## config.mk

```make
export PLATFORM = sky130hd
export DESIGN_NAME = pipa_moding_emulator
export DESIGN_NICKNAME = d
export VERILOG_FILES = /design/src/rtl/pipa_moding_emulator.sv
export SDC_FILE = /design/constraint.sdc
export NUM_CORES = 1
export LEC_CHECK = 0
export ABC_AREA = 1
export BUFFER_PORTS_ARGS = -buffer_cell sky130_fd_sc_hd__buf_2
export CAP_MARGIN = 10
export CORE_UTILIZATION = 45
export DETAILED_ROUTE_END_ITERATION = 16
export HOLD_SLACK_MARGIN = 0.08
export MAX_ROUTING_LAYER = met4
export PLACE_DENSITY = 0.73
export REMOVE_ABC_BUFFERS = 1
export SLEW_MARGIN = 30
export SYNTH_ARGS = -nofsm -noshare
export SYNTH_HDL_FRONTEND = slang
export SYNTH_SLANG_ARGS = --single-unit
```

## constraint.sdc

```tcl
create_clock -name SIM_CLK -period 6.77 [get_ports SIM_CLK]
set_input_delay 1.354 -clock SIM_CLK [delete_from_list [all_inputs] [get_ports SIM_CLK]]
set_output_delay 1.354 -clock SIM_CLK [all_outputs]
set_load 0.02 [all_outputs]
```

## src/rtl/pipa_moding_emulator.sv

```systemverilog
// pipa_moding_emulator
//   Synthesizable stand-in for the AGC bench's PIPA spoofing. It follows the
//   AGC moding clock (PIPASW) through a FRAME_LEN-slot frame. On each
//   interrogate pulse (PIPDAT) it drives the plus or the minus rail of every
//   axis. Which rail depends on whether the current slot falls below that
//   axis's plus-slot count P. It also keeps a signed net-pulse tally per axis.
//
// Ports
//   SIM_CLK, SIM_RST_n      clock / synchronous active-low reset
//   PIPASW, PIPDAT          AGC moding clock and interrogate pulse
//   EN                      emulator enable (0 gates all PIPA outputs low)
//   ACCEL_X/Y/Z [2:0]       signed moding offset per axis (-4 treated as -3)
//   FAIL_X/Y/Z              fault inject: both rails of the axis pulse together
//   CNT_CLR                 synchronous clear of the net tallies
//   PIPA{X,Y,Z}{p,m}        registered PIPA rail outputs
//   SLOT [2:0], FRAME_STB   current moding slot, one-cycle strobe on wrap to 0
//   NET_X/Y/Z [ACC_W-1:0]   two's-complement net delivered pulses per axis
module pipa_moding_emulator #(
  parameter int FRAME_LEN = 6,
  parameter int ACC_W     = 16
) (
  input  logic             SIM_CLK,
  input  logic             SIM_RST_n,
  input  logic             PIPASW,
  input  logic             PIPDAT,
  input  logic             EN,
  input  logic [2:0]       ACCEL_X,
  input  logic [2:0]       ACCEL_Y,
  input  logic [2:0]       ACCEL_Z,
  input  logic             FAIL_X,
  input  logic             FAIL_Y,
  input  logic             FAIL_Z,
  input  logic             CNT_CLR,
  output logic             PIPAXp,
  output logic             PIPAXm,
  output logic             PIPAYp,
  output logic             PIPAYm,
  output logic             PIPAZp,
  output logic             PIPAZm,
  output logic [2:0]       SLOT,
  output logic             FRAME_STB,
  output logic [ACC_W-1:0] NET_X,
  output logic [ACC_W-1:0] NET_Y,
  output logic [ACC_W-1:0] NET_Z
);

  localparam logic [2:0] LAST_SLOT = 3'(FRAME_LEN - 1);
  localparam logic [2:0] P_RESET   = 3'd3;

  logic             sw_q;
  logic [2:0]       slot;
  logic             frame_stb;
  logic             sw_edge;
  logic             wrap;
  logic [2:0]       slot_nxt;
  logic [2:0]       slot_eff;

  logic [2:0]       accel [3];
  logic [2:0]       p_cnt [3];
  logic [ACC_W-1:0] net   [3];
  logic [2:0]       fail;
  logic [2:0]       p_q, m_q;
  logic [2:0]       p_d, m_d;

  // Plus-slot count for a signed offset: 3 + clamp(a, -3, +3).
  function automatic logic [2:0] plus_count(input logic [2:0] a);
    logic [2:0] r;
    case (a)
      3'b000:  r = 3'd3;
      3'b001:  r = 3'd4;
      3'b010:  r = 3'd5;
      3'b011:  r = 3'd6;
      3'b100:  r = 3'd0;
      3'b101:  r = 3'd0;
      3'b110:  r = 3'd1;
      default: r = 3'd2;
    endcase
    return r;
  endfunction

  assign accel[0] = ACCEL_X;
  assign accel[1] = ACCEL_Y;
  assign accel[2] = ACCEL_Z;
  assign fail     = {FAIL_Z, FAIL_Y, FAIL_X};

  assign sw_edge  = PIPASW & ~sw_q;
  assign slot_nxt = (slot == LAST_SLOT) ? '0 : slot + 3'd1;
  assign wrap     = sw_edge & (slot == LAST_SLOT);
  // Rails follow the slot being entered on an edge cycle, so they never lag PIPASW.
  assign slot_eff = sw_edge ? slot_nxt : slot;

  always_comb begin
    p_d = '0;
    m_d = '0;
    for (int unsigned i = 0; i < 3; i++) begin
      p_d[i] = EN & PIPDAT & ((slot_eff <  p_cnt[i]) | fail[i]);
      m_d[i] = EN & PIPDAT & ((slot_eff >= p_cnt[i]) | fail[i]);
    end
  end

  always_ff @(posedge SIM_CLK) begin
    if (!SIM_RST_n) begin
      sw_q      <= 1'b0;
      slot      <= '0;
      frame_stb <= 1'b0;
      p_q       <= '0;
      m_q       <= '0;
      for (int unsigned i = 0; i < 3; i++) begin
        p_cnt[i] <= P_RESET;
        net[i]   <= '0;
      end
    end else begin
      sw_q      <= PIPASW;
      frame_stb <= wrap;
      if (sw_edge)
        slot <= slot_nxt;
      p_q <= p_d;
      m_q <= m_d;
      for (int unsigned i = 0; i < 3; i++) begin
        // P changes only at a frame boundary (or while idle) so a frame is never split.
        if (wrap || !EN)
          p_cnt[i] <= plus_count(accel[i]);
        // Tally on the rising edge of the rail being registered this cycle.
        if (CNT_CLR)
          net[i] <= '0;
        else if (p_d[i] && !p_q[i] && !m_d[i])
          net[i] <= net[i] + ACC_W'(1);
        else if (m_d[i] && !m_q[i] && !p_d[i])
          net[i] <= net[i] - ACC_W'(1);
      end
    end
  end

  assign PIPAXp    = p_q[0];
  assign PIPAXm    = m_q[0];
  assign PIPAYp    = p_q[1];
  assign PIPAYm    = m_q[1];
  assign PIPAZp    = p_q[2];
  assign PIPAZm    = m_q[2];
  assign SLOT      = slot;
  assign FRAME_STB = frame_stb;
  assign NET_X     = net[0];
  assign NET_Y     = net[1];
  assign NET_Z     = net[2];

endmodule

```

==> results of run 1 <==
-- power breakdown --
part           switching (W)  internal (W)  leakage [nW]
clock network       0.000179      0.000302         0.147
logic               0.000138     0.0000662          2.00
registers          0.0000274      0.000481         0.716
total               0.000345      0.000850          2.86
-- cells by family after synthesis --
logic type	after synthesis	share of synthesized area, %
multiplexers	1	0.194
buffers and inverters	103	8.03
adder cells (fa/ha/maj)	28	6.94
AND/OR/NAND/NOR	383	34.4
XOR/XNOR	31	5.27
AO/OA/AOI/OAI	69	7.67
flip-flops	68	37.5
-- registers in the layout, indices dropped and copies added, names as in the netlist --
signal     cells
SLOT           3
p_cnt          9
p_q            3
FRAME_STB      1
sw_q           1
net           48
m_q            3
-- worst register-to-register path: stages, from the launching register on --
cell and delay (ns):
dfxtp_1 0.30, nor2_1 0.10, inv_1 0.07, nor2_2 0.16
nand2_1 0.07, mux2i_1 0.30, ha_1 0.33, nand2_1 0.08
nand2_1 0.06, nor2_1 0.14, nand2_1 0.08, nand4_1 0.16
inv_2 0.19, ha_1 0.43, nand2_1 0.14, nor2_1 0.17
nand2_1 0.06, or2_2 0.30, a21oi_1 0.13, nor2_1 0.06
-- cell type report --
class                      instances  area share (%)
clock buffer                      11            4.24
clock inverter                     5           0.840
sequential                        68            32.4
timing repair buffer              75            6.30
tap                              140            2.94
inverter                          96            6.07
multi-input combinational        512            47.2
-- how the worst max path moves through the flow --
stage                     startpoint    endpoint  slack (ns)  cells past startpoint
after CTS                     PIPASW  net[2][13]        2.43                     21
after global placement        PIPASW  net[2][13]        2.21                     21
after detailed placement      PIPASW  net[2][13]        2.08                     21
after floorplan               PIPASW  net[2][13]        2.55                     20
final                         PIPASW  net[2][13]        2.40                     21
after global routing          PIPASW  net[2][13]        2.04                     23
-- per-stage QoR --
| stage | instances | util (%) | setup WS (ns) | hold slack (ns) | total power [W] |
|---|---|---|---|---|---|
| floorplan | 676 | - | 2.55 | 0.593 | 0.000661 |
| global route | 907 | 54.2 | 2.04 | 0.555 | 0.00125 |
| detailed placement | 891 | 51.5 | 2.08 | 0.524 | 0.000720 |
| finish | 907 | 54.2 | 2.40 | 0.534 | 0.00119 |
| global placement | 891 | 51.5 | 2.21 | 0.523 | 0.000713 |
| CTS | 907 | 54.2 | 2.43 | 0.532 | 0.00120 |
-- layer usage --
metal | routed length [µm] | share of wire [%] | GRT usage (%) | up-vias
met5 | 0 | 0 | - | -
met4 | 212 | 1.8 | 8.98 | 0
met3 | 641 | 5.4 | 3.11 | 21
met2 | 5610 | 47 | 34.9 | 159
li1 | - | - | - | 2422
met1 | 5350 | 45 | 27.6 | 2108
-- placed cells by master, fill, tap and decap left out, drive strengths merged, types with 11 or more instances in the layout --
| master | count |
|---|---|
| inv | 94 |
| nand2 | 180 |
| edfxtp | 57 |
| o21ai | 35 |
| nor2 | 84 |
| nand4 | 23 |
| a21oi | 26 |
| clkbuf | 11 |
| nor3 | 24 |
| nand3 | 60 |
| xor2 | 25 |
| buf | 75 |
| dfxtp | 11 |
| ha | 27 |
==> out/results.txt, run 1 <==
status = complete, no violations
cts hold-fix bufs = 0
Ant. Diodes = 0
final hold viol count = 0
sequential share of the synthesized area = 37.5%
Setup-failing EPs final = 0
first-pass GRT wire length = 19800 µm
commonest cells in the netlist = nand2_1 (170), inv_1 (82), nor2_1 (77)
total negative slack = 0 ns
Req. time, crit path = 6.86 ns
ys flop type = edfxtp_1
crit start category = input port
reg2reg end = net[2][13]
critical path buffer and inverter count = 4
wire per inst = 13.0 µm
Ys Warns = 0
mean post-synth cell area = 7.55 µm²
CP cell instances = buf_2 > inv_1 > nor2_1 > inv_1 > nor2_2 > nand2_1 > mux2i_1 > ha_1 > nand2_1 > nand2_1 > nor2_1 > nand2_1 > nand4_1 > inv_2 > ha_1 > nand2_1 > nor2_1 > nand2_1 > or2_2 > a21oi_1 > nor2_1
slowest stage cell, crit path = ha_1
crit end category = flop
filler cell count = 1009
synth-to-layout area growth = 15.5%
Post-CTS Resized = 0
hold path depth = 2
multi-input logic area = 0.00281 mm²
Slew @ Worst Pin = 0.706 ns
leakage = 2.86 nW
largest cells by area after synthesis = edfxtp_1 (33%), nand2_1 (12%), ha_1 (6.6%)
starting density of the core = 46.9%
CTS sink count = 68
Seq cells post-synth = 68
max-capacitance violation count = 0
Placer Congestion = 0.954
Routed WL = 11800 µm
VDD IR max = 0.0985 mV
delay-heaviest family, CP = simple AND/OR/NAND/NOR gates
R2R depth = 19
RSZ-0062 raised after global routing = false
Post-Synthesis Cells = 683
Mapped Area = 0.00515 mm²
Num CTS Buffers = 9
DR iter-0 viols = 171
Unique masters post-synth = 42
EDFF count, synth = 57
Core ar. = 0.0110 mm²
max incr delay on CP = 0.43 ns
pin count of the biggest net entering global routing = 17
die width = 109 µm
Port Buffer Count = 75
Ports = 76
max frequency = 0.229 GHz
reg2reg setup slack = 3.22 ns
hold path endpoint = SLOT[1]
Reg2Reg Launch Point = sw_q
CTS tree = built
count of pins over their slew limit = 0
die area = 0.0119 mm²
# rows = 38
Layout Nets = 808
HP Class = reg -> reg
worst rel slew slack = 52.8%
share of cells above drive strength 1 = 18.5%
register area = 0.00193 mm²
Antenna Nets Post-Route = 0
min cycle time layout = 4.37 ns
DR pass1 iterations = 5
Async SR Flop Fraction = 0%
top cell type's share of synthesized area = 33.2%
DR DRC count = 0
post-synth top area cell = edfxtp_1
kind of critical path = in -> reg
Die Y = 109 µm
initial antenna violation count = 0
post-route design area = 0.00596 mm²
clk buf depth = 2
hpwl dp = 8890 µm
fin crit share = 64.6%
clock tree root buffer cell = clkbuf_16
vias in the first global route = 4329
cell area power density = 201 mW/mm²
H-Tree Depth = 3
worst-path maximum fanout = 16
setup repair bufs after CTS = 0
GRT overflow = 0
HP Start = SLOT[1]
CP most frequent cell = nand2_1
top-count cell post-synth = nand2_1
global-route usage over all layers = 21.8%
clock-pin slew on the worst setup and hold paths = 0.06 ns
Placed Area = 0.00565 mm²
Worst-Skew Late Latency = 0.33 ns
via count = 4710
Clock Skew = 0.00786 ns
vias per cell = 5.19
crit path DAT = 4.46 ns
(Power assumes the default switching activity.)
==> run 2, diff against run 1 <==
--- a/config.mk
+++ b/config.mk
@@ -5,14 +5,14 @@
 export SDC_FILE = /design/constraint.sdc
 export NUM_CORES = 1
 export LEC_CHECK = 0
-export ABC_AREA = 1
+export ABC_AREA = 0
 export BUFFER_PORTS_ARGS = -buffer_cell sky130_fd_sc_hd__buf_2
 export CAP_MARGIN = 10
 export CORE_UTILIZATION = 45
 export DETAILED_ROUTE_END_ITERATION = 16
 export HOLD_SLACK_MARGIN = 0.08
 export MAX_ROUTING_LAYER = met4
-export PLACE_DENSITY = 0.73
+export PLACE_DENSITY = 0.74
 export REMOVE_ABC_BUFFERS = 1
 export SLEW_MARGIN = 30
 export SYNTH_ARGS = -nofsm -noshare
==> constraint.sdc (replaced) <==
create_clock -name SIM_CLK -period 4.3 [get_ports SIM_CLK]
set_input_delay 0.86 -clock SIM_CLK [delete_from_list [all_inputs] [get_ports SIM_CLK]]
set_output_delay 0.86 -clock SIM_CLK [all_outputs]
set_load 0.02 [all_outputs]
==> out/results.txt, run 2 <==
cts hold-fix bufs = 0
vias in the first global route = 4199
share of cells above drive strength 1 = 19.4%
DR pass1 iterations = 6
Post-Synthesis Cells = 532
H-Tree Depth = 3
top cell type's share of synthesized area = 34.8%
count of pins over their slew limit = 0
Layout Nets = 648
R2R depth = 13
fin crit share = 91.4%
clk buf depth = 2
Async SR Flop Fraction = 0%
vias per cell = 6.11
first-pass GRT wire length = 20600 µm
combinational share of power = 22.9%
Routed WL = 12500 µm
global-route usage over all layers = 23.4%
crit end category = flop
commonest non-fill, non-tap cell in the layout = buf_2
Ys Warns = 0
worst rel slew slack = 49.2%
Psw = 0.000584 W
die area = 0.0113 mm²
Clock Skew = 0.0146 ns
worst-path maximum fanout = 9
leakage = 2.29 nW
Net Sw Frac = 33.8%
pre-CTS WS = 0.0317 ns
final hold viol count = 0
EDFF count, synth = 57
Port Buffer Count = 75
DR DRC count = 0
via count = 4538
Worst-Skew Late Latency = 0.35 ns
Seq cells post-synth = 68
most frequent cells in the layout = buf_2 (75), edfxtp_1 (57), nor2_1 (47)
wire per inst = 16.8 µm
# rows = 37
largest registers = net (48), p_cnt (9)
RSZ-0062 raised after global routing = false
Die Y = 106 µm
kind of critical path = in -> reg
status = complete, no violations
crit path DAT = 4.04 ns
Antenna Nets Post-Route = 0
max frequency = 0.254 GHz
pin count of the biggest net entering global routing = 31
Slew @ Worst Pin = 0.760 ns
Unique masters post-synth = 70
clock tree root buffer cell = clkbuf_8
Setup-failing EPs final = 0
setup repair bufs after CTS = 0
Ant. Diodes = 0
initial antenna violation count = 0
max FFs per register = 48
post-synth top area cell = edfxtp_1
clock-pin slew on the worst setup and hold paths = 0.08 ns
met1 usage in global routing = 32.1%
cell area power density = 310 mW/mm²
overall power = 0.00173 W
hold path depth = 1
setup ws final = 0.368 ns
die width = 106 µm
min cycle time layout = 3.93 ns
mean post-synth cell area = 9.24 µm²
internal power = 0.00114 W
clock power share = 25.8%
Core ar. = 0.0105 mm²
VDD IR max = 0.149 mV
starting density of the core = 47.0%
Num CTS Buffers = 9
CTS sink count = 68
Post-CTS Resized = 0
register name with the most flops = net
crit start category = input port
HP Class = reg -> reg
GRT met3 Usage = 3.25%
Req. time, crit path = 4.40 ns
sequential share of the synthesized area = 39.3%
Ports = 76
GRT overflow = 0
sequential power share = 51.2%
total negative slack = 0 ns
Placer Congestion = 0.836
CTS tree = built
GRT met2 Usage = 35.3%
DR iter-0 viols = 338
ys flop type = edfxtp_1
hpwl dp = 9030 µm
synth-to-layout area growth = 13.4%
max-capacitance violation count = 0
top-count cell post-synth = edfxtp_1
grt peak-use layer = met2
largest cells by area after synthesis = edfxtp_1 (35%), ha_1 (6.9%), dfxtp_1 (4.5%)
Mapped Area = 0.00491 mm²
commonest cells in the netlist = edfxtp_1 (57), nor2_1 (47), nand2_1 (46)
-- run 2: cell types whose count changed after synthesis, moves of 9 or more --
cell      previous run  this run
nand2_1            170        46
inv_1               82        23
nand3_1             59        22
nor2_1              77        47
xor2_1              25         4
a21oi_1             21        36
a31oi_1              1        16
clkbuf_1             0        13
a221oi_1             0        12
inv_2               12         0
nand4_1             22        11
nand2b_1             0        10
o21ai_0             28        19
-- run 2: worst paths after layout --
check	end	from	slack, ns
worst max-delay path	net[2][15]	PIPASW	0.37
worst min-delay path	net[1][15]	net[1][15]	0.62
worst max register to register	net[2][15]	sw_q	0.59
worst min register to register	net[1][15]	net[1][15]	0.62
-- run 2: area by class of cell --
cell class / instances / area [µm²]
fillers: 984 / 4890
multi-input cells: 414 / 2770
flip-flops and latches: 68 / 1930
repair buffers: 86 / 458
well taps: 136 / 170
clock buffers: 12 / 135
inverters: 23 / 86.3
clock inverters: 4 / 17.5
-- run 2: critical path: stages --
cell       delay, ns
buf_2           0.09
nand3b_1        0.14
nand2_1         0.10
o21ai_0         0.13
ha_1            0.39
nand3b_2        0.16
a2111oi_4       0.54
buf_4           0.28
ha_1            0.31
a21oi_1         0.26
o21ai_0         0.22
a21oi_1         0.23
a21oi_1         0.11
o21a_1          0.19
-- run 2: layer usage --
metal | share of wire, % | up-vias
li1 | - | 2187
met1 | 46 | 2177
met2 | 47 | 155
met3 | 5.3 | 19
met4 | 1.9 | 0
met5 | 0 | -
-- run 2: logic make-up (layout without fill, tap and decap cells) --
kind of cell,count (synthesis),count (layout),share of synthesized area [%]
buf+inv,50,125,4.41
compound gates,156,156,22.8
simple gates,218,218,23.8
fa+ha+maj,28,28,7.28
xor+xnor,7,7,1.25
mux,5,5,1.09
flops,68,68,39.3
-- run 2: power groups by stage --
stage	Combinational [W]	Clock [W]	Sequential, W
detailed placement	0.000394	0	0.000895
global route	0.000436	0.000484	0.000896
global placement	0.000381	0	0.000890
CTS	0.000395	0.000459	0.000881
floorplan	0.000205	0	0.000939
finish	0.000396	0.000446	0.000884
-- run 2: stage by stage --
step           cells  util, %  hold WS, ns  instance area [µm²]
3_5_place_dp     727     51.8        0.614                 5420
6_report         743     53.3        0.620                 5570
5_1_grt          743     53.3        0.681                 5570
4_1_cts          743     53.3        0.623                 5570
3_3_place_gp     727     51.8        0.605                 5420
2_1_floorplan    505        -        0.622                 4780
==> run 3, diff against run 2 <==
==> constraint.sdc (replaced) <==
create_clock -name SIM_CLK -period 4 [get_ports SIM_CLK]
set_input_delay 0.8 -clock SIM_CLK [delete_from_list [all_inputs] [get_ports SIM_CLK]]
set_output_delay 0.8 -clock SIM_CLK [all_outputs]
set_load 0.02 [all_outputs]
==> out/results.txt, run 3 (same netlist as run 2, synthesis figures left out) <==
die width = 106 µm
vias per cell = 6.15
CTS tree = built
Ports = 76
starting density of the core = 47.0%
crit start category = input port
DR DRC count = 0
Num CTS Buffers = 9
first-pass GRT wire length = 20400 µm
worst-path maximum fanout = 9
Worst-Skew Late Latency = 0.34 ns
die area = 0.0113 mm²
filler cell count = 969
clock-pin slew on the worst setup and hold paths = 0.08 ns
setup repair bufs after CTS = 0
vias in the first global route = 4384
hpwl dp = 9150 µm
Req. time, crit path = 4.07 ns
Layout Nets = 653
HP Class = reg -> reg
delay-heaviest family, CP = compound AO/OA/AOI/OAI gates
H-Tree Depth = 3
post-route design area = 0.00562 mm²
global-route usage over all layers = 23.0%
Placer Congestion = 0.930
wire per inst = 16.8 µm
initial antenna violation count = 0
DR pass1 iterations = 5
RSZ-0062 raised after global routing = false
min cycle time layout = 3.70 ns
clk buf depth = 2
largest registers = net (48), p_cnt (9)
share of cells above drive strength 1 = 20.4%
Placed Area = 0.00546 mm²
Routed WL = 12600 µm
slowest stage cell, crit path = a2111oi_4
Clock Skew = 0.0177 ns
Die Y = 106 µm
Ant. Diodes = 0
# rows = 37
Post-CTS Resized = 0
max incr delay on CP = 0.52 ns
crit path DAT = 3.77 ns
final hold viol count = 0
critical path buffer and inverter count = 2
via count = 4598
kind of critical path = in -> reg
cts hold-fix bufs = 0
Setup-failing EPs final = 0
max-capacitance violation count = 0
status = complete, no violations
pin count of the biggest net entering global routing = 32
DR iter-0 viols = 333
VDD IR max = 0.203 mV
leakage = 2.32 nW
CP cell instances = buf_2 > nand3b_1 > nand2_1 > o21ai_0 > ha_1 > a21oi_2 > a2111oi_4 > buf_4 > ha_1 > a21oi_1 > o21ai_0 > a31oi_1 > a21o_1 > a21oi_1
overall power = 0.00189 W
worst rel slew slack = 37.7%
register name with the most flops = net
CTS sink count = 68
count of pins over their slew limit = 0
Core ar. = 0.0105 mm²
fin crit share = 92.6%
cell area power density = 336 mW/mm²
crit end category = flop
most frequent cells in the layout = buf_2 (75), edfxtp_1 (57), nor2_1 (47)
GRT overflow = 0
Port Buffer Count = 75
clock tree root buffer cell = clkbuf_8
commonest non-fill, non-tap cell in the layout = buf_2
max frequency = 0.270 GHz
synth-to-layout area growth = 14.4%
Slew @ Worst Pin = 0.935 ns
max FFs per register = 48
Antenna Nets Post-Route = 0
==> run 3: layout make-up <==
class	count	area, µm²	area share (%)
clock inverters	3	15.0	0.267
multi-input cells	414	2770	49.3
well taps	136	170	3.03
flip-flops and latches	68	1930	34.4
repair buffers	91	495	8.81
inverters	23	86.3	1.54
clock buffers	13	149	2.65
==> run 3: per-layer routing <==
metal	GRT usage, %	vias up	part of all wire, %
li1	-	2195	-
met1	29.7	2217	46
met2	37.2	165	47
met3	3.37	21	5.5
met4	7.34	0	1.8
met5	-	-	0
==> run 3: path summary, 6_finish.rpt <==
| check | startpoint | to | slack [ns] | depth (start not counted) |
|---|---|---|---|---|
| max | PIPASW | net[2][13] | 0.30 | 14 |
| min | net[1][15] | net[1][15] | 0.62 | 1 |
| max reg2reg | sw_q | net[2][13] | 0.47 | 13 |
| min reg2reg | net[1][15] | net[1][15] | 0.62 | 1 |
==> run 3: metrics by stage <==
stage	util, %	TNS [ns]	hold WS (ns)	cells	worst slack (ns)
2_1_floorplan	-	-1.19	0.622	505	-0.0713
4_1_cts	53.7	0	0.628	748	0.368
5_1_grt	53.7	0	0.650	748	0.0710
3_3_place_gp	52.2	0	0.605	732	0.102
6_report	53.7	0	0.623	748	0.297
3_5_place_dp	52.2	0	0.618	732	0.00818
==> run 3: worst reg2reg max path, delay by kind of cell, from the launching register on <==
family                   cells  cell delay (ns)
AO/OA/AOI/OAI                8             1.64
adder cells (fa/ha/maj)      2             0.71
buffers and inverters        1             0.27
flip-flops                   1             0.31
AND/OR/NAND/NOR              2             0.33
==> run 3: power breakdown <==
part | internal, W | switching [W] | total, W
clock network | 0.000240 | 0.000265 | 0.000506
logic | 0.000163 | 0.000268 | 0.000431
registers | 0.000849 | 0.000102 | 0.000950
total | 0.00125 | 0.000635 | 0.00189
